## src/rtl/window_read_sequencer.sv

```systemverilog
// Walks the CNN register bank as sliding convolution windows, issuing one-hot read selects
// to the bank mux and handing each sample to the MAC stage over a valid/ready handshake.
module window_read_sequencer #(
  parameter int DATANUM = 15,
  parameter int KSIZE   = 3
) (
  input  logic                       i_clk,
  input  logic                       i_rst_n,
  input  logic                       i_start,
  input  logic                       i_clr,
  input  logic                       i_rd_ready,
  output logic                       o_rd_valid,
  output logic [DATANUM-1:0]         o_rd_sel,
  output logic [$clog2(DATANUM)-1:0] o_win_idx,
  output logic [$clog2(KSIZE)-1:0]   o_tap_idx,
  output logic                       o_last_tap,
  output logic                       o_last_win,
  output logic                       o_busy,
  output logic                       o_done
);

  localparam int NWIN = DATANUM - KSIZE + 1;
  localparam int WW   = $clog2(DATANUM);
  localparam int TW   = $clog2(KSIZE);

  localparam logic [WW-1:0]      WIN_LAST   = WW'(NWIN - 1);
  localparam logic [TW-1:0]      TAP_LAST   = TW'(KSIZE - 1);
  localparam logic [DATANUM-1:0] SEL_SAMPLE0 = {1'b1, {(DATANUM-1){1'b0}}};

  typedef enum logic [1:0] {
    S_IDLE = 2'd0,
    S_READ = 2'd1,
    S_DONE = 2'd2
  } state_t;

  state_t               r_state;
  logic                 r_rdValid;
  logic [DATANUM-1:0]   r_rdSel;
  logic [DATANUM-1:0]   r_winBase;
  logic [WW-1:0]        r_winIdx;
  logic [TW-1:0]        r_tapIdx;
  logic                 r_lastTap;
  logic                 r_lastWin;
  logic                 r_done;

  logic                 w_handshake;
  logic [DATANUM-1:0]   w_selRot;
  logic [DATANUM-1:0]   w_baseRot;

  assign w_handshake = r_rdValid & i_rd_ready;
  assign w_selRot    = {r_rdSel[DATANUM-2:0], r_rdSel[DATANUM-1]};
  assign w_baseRot   = {r_winBase[DATANUM-2:0], r_winBase[DATANUM-1]};

  // Window base tracks the first sample of the current window so a window step never
  // has to rewind rd_sel by KSIZE-1 positions.
  always_ff @(posedge i_clk) begin
    if (!i_rst_n || i_clr) begin
      r_state   <= S_IDLE;
      r_rdValid <= 1'b0;
      r_rdSel   <= '0;
      r_winBase <= '0;
      r_winIdx  <= '0;
      r_tapIdx  <= '0;
      r_lastTap <= 1'b0;
      r_lastWin <= 1'b0;
      r_done    <= 1'b0;
    end else begin
      unique case (r_state)
        S_IDLE: begin
          r_done <= 1'b0;
          if (i_start) begin
            r_state   <= S_READ;
            r_rdValid <= 1'b1;
            r_rdSel   <= SEL_SAMPLE0;
            r_winBase <= SEL_SAMPLE0;
            r_winIdx  <= '0;
            r_tapIdx  <= '0;
            r_lastTap <= 1'b0;
            r_lastWin <= (NWIN == 1);
          end
        end
        S_READ: begin
          if (w_handshake) begin
            if (r_tapIdx != TAP_LAST) begin
              r_tapIdx  <= r_tapIdx + 1'b1;
              r_rdSel   <= w_selRot;
              r_lastTap <= ((r_tapIdx + 1'b1) == TAP_LAST);
            end else if (r_winIdx != WIN_LAST) begin
              r_tapIdx  <= '0;
              r_winIdx  <= r_winIdx + 1'b1;
              r_winBase <= w_baseRot;
              r_rdSel   <= w_baseRot;
              r_lastTap <= 1'b0;
              r_lastWin <= ((r_winIdx + 1'b1) == WIN_LAST);
            end else begin
              r_state   <= S_DONE;
              r_rdValid <= 1'b0;
              r_rdSel   <= '0;
              r_winBase <= '0;
              r_winIdx  <= '0;
              r_tapIdx  <= '0;
              r_lastTap <= 1'b0;
              r_lastWin <= 1'b0;
              r_done    <= 1'b1;
            end
          end
        end
        S_DONE: begin
          r_state <= S_IDLE;
          r_done  <= 1'b0;
        end
        default: begin
          r_state   <= S_IDLE;
          r_rdValid <= 1'b0;
          r_rdSel   <= '0;
          r_done    <= 1'b0;
        end
      endcase
    end
  end

  assign o_rd_valid = r_rdValid;
  assign o_rd_sel   = r_rdSel;
  assign o_win_idx  = r_winIdx;
  assign o_tap_idx  = r_tapIdx;
  assign o_last_tap = r_lastTap;
  assign o_last_win = r_lastWin;
  assign o_busy     = (r_state != S_IDLE);
  assign o_done     = r_done;

endmodule

```

## config.mk

```make
export PLATFORM = sky130hd
export DESIGN_NAME = window_read_sequencer
export DESIGN_NICKNAME = d
export VERILOG_FILES = /design/src/rtl/window_read_sequencer.sv
export SDC_FILE = /design/constraint.sdc
export NUM_CORES = 1
export LEC_CHECK = 0
export CORE_MARGIN = 5
export CORE_UTILIZATION = 35
export DETAILED_ROUTE_END_ITERATION = 8
export PLACE_DENSITY = 0.55
export SYNTH_ARGS = -nofsm -noshare
export SYNTH_HDL_FRONTEND = slang
export SYNTH_SLANG_ARGS = --single-unit
```

## constraint.sdc

```tcl
create_clock -name i_clk -period 2.3 [get_ports i_clk]
set_input_delay 0.345 -clock i_clk [delete_from_list [all_inputs] [get_ports i_clk]]
set_output_delay 0.345 -clock i_clk [all_outputs]
set_load 0.01 [all_outputs]
```

# Yosys cells after proc, flatten, opt, wreduce, memory -nomap -nowiden
# Cells that the tools add are included.
word_totals:
  ff_bits: 42
  latch_bits: 0
  mem_bits_rw: 0
  rom_bits: 0
  output_inout_bits: 26
  elab_cells: 73
  memories: 0
classes:
  add_sub_neg: 2
  n_mul: 0
  n_div: 0
  order_cmp: 0
  eq_ne: 10
  shift: 0
  muxes: 35
  bitwise: 5
  reduce_logical: 12
op_table:
  columns: ["operator", "n"]
  rows:
  - ["2-to-1 mux 15 bit", 6]
  - ["one-hot mux 15 bit (3 select lines)", 1]
  - ["one-hot mux 15 bit (2 select lines)", 1]
  - ["2-to-1 mux 4 bit", 4]
  - ["2-to-1 mux 2 bit", 7]
  - ["2-to-1 mux 1 bit", 10]
  - ["!= test 2 bit (second input constant)", 5]
  - ["AND reduction 3 bit", 3]
  - ["one-hot mux 2 bit (2 select lines)", 2]
  - ["one-hot mux 4 bit (2 select lines)", 1]
  - ["AND reduction 4 bit", 2]
  - ["AND reduction 5 bit", 1]
  - ["adder 4 x 1 -> 4 bit (second input constant)", 1]
  - ["equality test 2 bit (second input constant)", 2]
  - ["equality test 4 bit (second input constant)", 1]
  - ["!= test 4 bit (second input constant)", 1]
  - ["NOT 1 bit", 4]
  - ["one-hot mux 1 bit (2 select lines)", 2]
  - ["nonzero test 2 bit", 2]
  - ["one-hot mux 1 bit (3 select lines)", 1]
  - ["adder 2 x 1 -> 2 bit (second input constant)", 1]
  - ["equality test 2 x 1 -> 1 bit (second input constant)", 1]
  - ["logical NOT 2 bit", 1]
  - ["OR reduction 2 bit", 1]
  - ["other kinds (3)", 3]

# Longest topological paths before layout
logic_depth:
  word_depth: 6
  ltp_mapped: 8

# Worst setup path before layout
# No wires, ideal clock.
synth_timing:
  path_type: "register -> register"
  start: "register r_winIdx[0] (netlist: o_win_idx[0])"
  end: "register r_winIdx[0] (netlist: o_win_idx[0])"
  setup_time_ns: 0.069
  arrival_ns: 1.651
  setup_slack_ns: 0.580
  stages_incl_launch_ff: 9
  path_cell_list: "dfxtp_1 -> inv_1 -> ha_1 -> and3_1 -> clkbuf_1 -> nor2_4 -> buf_2 -> nand3_2 -> a21oi_2"
synth_between:
  elab_chain_cells: 5
synth_lines:
  columns: ["item", "line", "rtl"]
  rows:
  - ["start: declaration", "40", "logic [WW-1:0] r_winIdx;"]
  - ["start signal: assignment", "90", "r_winIdx <= r_winIdx + 1'b1;"]
  - ["adder 4 x 1 -> 4 bit or != test 4 bit (tied branches)", "90, 88", null]
  - ["2-to-1 mux 4 bit (*)", "88", "end else if (r_winIdx != WIN_LAST) begin"]
  - ["2-to-1 mux 4 bit (*)", "84", "if (r_tapIdx != TAP_LAST) begin"]
  - ["2-to-1 mux 4 bit (*)", "83", "if (w_handshake) begin"]
  - ["one-hot mux 4 bit (2 select lines) (*)", "68", "unique case (r_state)"]
# Every way passes the cells marked *; elsewhere a longest branch is shown, timed or not. The select of a mux whose other input is x is not followed.
# A chain may end at the register's enable or synchronous reset.

# Worst setup path after layout
layout_timing:
  start: "register r_state[1]"
  end: "output o_busy"
layout_between:
  elab_chain_cells: 1
layout_lines:
  columns: ["item", "line", "rtl"]
  rows:
  - ["start: declaration", "36", "state_t r_state;"]
  - ["start signal: assignment", "58", "r_state <= S_IDLE;"]
  - ["start signal: assignment", "72", "r_state <= S_READ;"]
  - ["start signal: assignment", "96", "r_state <= S_DONE;"]
  - ["nonzero test 2 bit", "128", "assign o_busy = (r_state != S_IDLE);"]
  - ["end: declaration", "18", "output logic o_busy,"]
# No other way between the ends.

==> impl_metrics.json <==
{
  "status": "complete, no violations",
  "instances_no_fill": 296,
  "layout.nets": 232,
  "post_cts.repair.setup_buffers": 0,
  "synth-edff-count": 0,
  "yosysTopAreaCell": "dfxtp_1",
  "synthesis.nets": 203,
  "post-place-cells": 288,
  "drcViolationCount": 0,
  "die-height_um": 82.9,
  "drv_slew": 0,
  "drive_gt1_frac": 0.186,
  "initial_utilization": 0.361,
  "path_clk_slew_ns": 0.08,
  "drtIter0Drc": 129,
  "min_period_ns": 1.89,
  "grt_pass1_wl_um": 7780,
  "layout_common_cells": "41 x dfxtp_1, 30 x clkdlybuf4s50_1, 17 x nand2_1, 16 x a21oi_1, 13 x o2bb2ai_1",
  "n_antenna_cell": 0,
  "dp_hpwl_um": 3050,
  "synth_top_area_share": 0.442,
  "cts_resized": 0,
  "ys_async_sr_fraction": 0,
  "timing.final.crit_share": 0.820,
  "die-area_um2": 6870,
  "worst_pin_slew_ns": 0.516,
  "ys_seq_area_frac": 0.442,
  "setup_viol_count_final": 0,
  "maxCapViolCount": 0,
  "yosys_warnings": 0,
  "setup-tns-final_ns": 0,
  "rows": 26,
  "clockBufferDepth": 2,
  "cts_tree": "done",
  "avgSynthCellArea_um2": 9.48,
  "numCtsBuffers": 5,
  "io_buffers": 30,
  "postPlaceCellArea_um2": 2250,
  "cts.sinks": 41,
  "syn_to_final_growth_pct": 27.1,
  "final_common_cell": "dfxtp_1",
  "grt-ovfl-total": 0,
  "dr_total_vias": 1558,
  "fin_util": 0.460,
  "yosysUniqueCellTypes": 47,
  "drt_wl_total_um": 4650,
  "ys_ff_latch": 41,
  "fin_skew_ns": 0.00928,
  "hold_viol_final": 0,
  "grt_usage": 0.136,
  "core_area_um2": 5140,
  "cts_root_buffer": "clkbuf_8",
  "grt_pass1_vias": 1494,
  "synth.area.top_cells": "dfxtp_1 44%, o2bb2ai_1 6.1%, a22oi_1 4.4%",
  "grt_max_degree": 26,
  "hold_class": "register to register",
  "ioPinCount": 31,
  "antenna_found_initial": 0,
  "arrival_ns": 1.54,
  "finalInstanceArea_um2": 2360,
  "end_kind": "primary output",
  "htree_levels": 2,
  "cp.required_ns": 1.96,
  "cts_hold_buffers": 0,
  "clk_latency_ns": 0.30,
  "synthFlopType": "dfxtp_1",
  "crit_type": "register to primary output",
  "gp_congestion": 0.835,
  "rsz0062_at_grt": "no",
  "cellPowerDensity_nw_per_um2": 602,
  "ir_drop_uv": 276,
  "ant_nets": 0,
  "relSlewSlack": 0.655,
  "power_uw": 1420,
  "die_w_um": 82.9,
  "syn-cell-area_um2": 1860,
  "netlist_instances": 196,
  "viasPerCell": 5.26,
  "max_freq_ghz": 0.530,
  "cp_max_fo": 10,
  "start_kind": "register",
  "first_pass_iters": 4,
  "drt-wirelength-per-cell_um": 15.7,
  "p_leak_uw": 0.000724
}
## critical path, cell delays in order (launching register included)
cell,delay [ns]
dfxtp_1,0.53
or2_2,0.19
clkdlybuf4s50_1,0.53
## power breakdown
group / total (uW) / switching (uW) / internal (uW) / leakage (uW)
clock network: 598 / 273 / 325 / 0.0000543
registers: 719 / 6.21 / 713 / 0.000331
logic: 104 / 63.7 / 40.1 / 0.000339
total: 1420 / 343 / 1080 / 0.000724
## area by class of cell
type,count,area [um^2]
Tap cell,70,87.6
Inverter,2,7.51
Clock inverter,3,46.3
Clock buffer,5,68.8
Timing Repair Buffer,40,400
Multi-Input combinational cell,135,931
Fill cell,513,2780
Sequential cell,41,821
## metal layers
metal	track usage	routed length [um]	vias to the layer above
met5	0	0	-
met4	0.0505	91	0
met3	0.0356	181	7
met2	0.200	2100	29
met1	0.190	2270	745
li1	-	-	777
## worst paths after layout
| check | from | to | slack, ns | cells after the start |
|---|---|---|---|---|
| worst min-delay path | r_winBase[13] | r_winBase[13] | 0.46 | 2 |
| worst max-delay path | r_state[1] | o_busy | 0.41 | 2 |
| worst min register to register | r_winBase[13] | r_winBase[13] | 0.46 | 2 |
| worst max register to register | r_state[1] | o_win_idx[2] | 0.51 | 4 |
## Yosys cell counts, types with 2 or more instances
| library cell | number |
|---|---|
| dfxtp_1 | 41 |
| nand2_1 | 17 |
| a21oi_1 | 16 |
| o2bb2ai_1 | 13 |
| a22oi_1 | 11 |
| nand3_1 | 11 |
| a21oi_2 | 8 |
| nand3_2 | 8 |
| nor2_1 | 8 |
| buf_2 | 7 |
| clkbuf_1 | 6 |
| nand2b_1 | 4 |
| nor2b_1 | 3 |
| nor3_1 | 3 |
| and2_1 | 2 |
| buf_4 | 2 |
| buf_6 | 2 |
| ha_1 | 2 |
| inv_1 | 2 |
| o21ai_0 | 2 |
| or4_1 | 2 |
## registers in the layout, summed over array words and instances (netlist names)
register	cells
o_rd_sel	15
o_last_tap	1
o_tap_idx	1
o_last_win	1
o_done	1
r_winBase	15
o_win_idx	4
o_rd_valid	1
r_state	2
## per-stage QoR
step / hold WS, ns / setup slack [ns]
finish: 0.463 / 0.414
global placement: 0.446 / 0.251
global route: 0.478 / 0.344
floorplan: 0.436 / 0.580
CTS: 0.467 / 0.411
detailed placement: 0.453 / 0.251
## cell families after synthesis
group / Yosys count / share of synthesized area
AOI/OAI and AO/OA: 64 / 0.266
xor gates and xnor gates: 1 / 0.00471
DFF: 41 / 0.442
and+or+nand+nor: 68 / 0.217
adders and majority gates: 2 / 0.0135
buffers and inverters: 20 / 0.0572
Power figures use the tool's default switching activity.
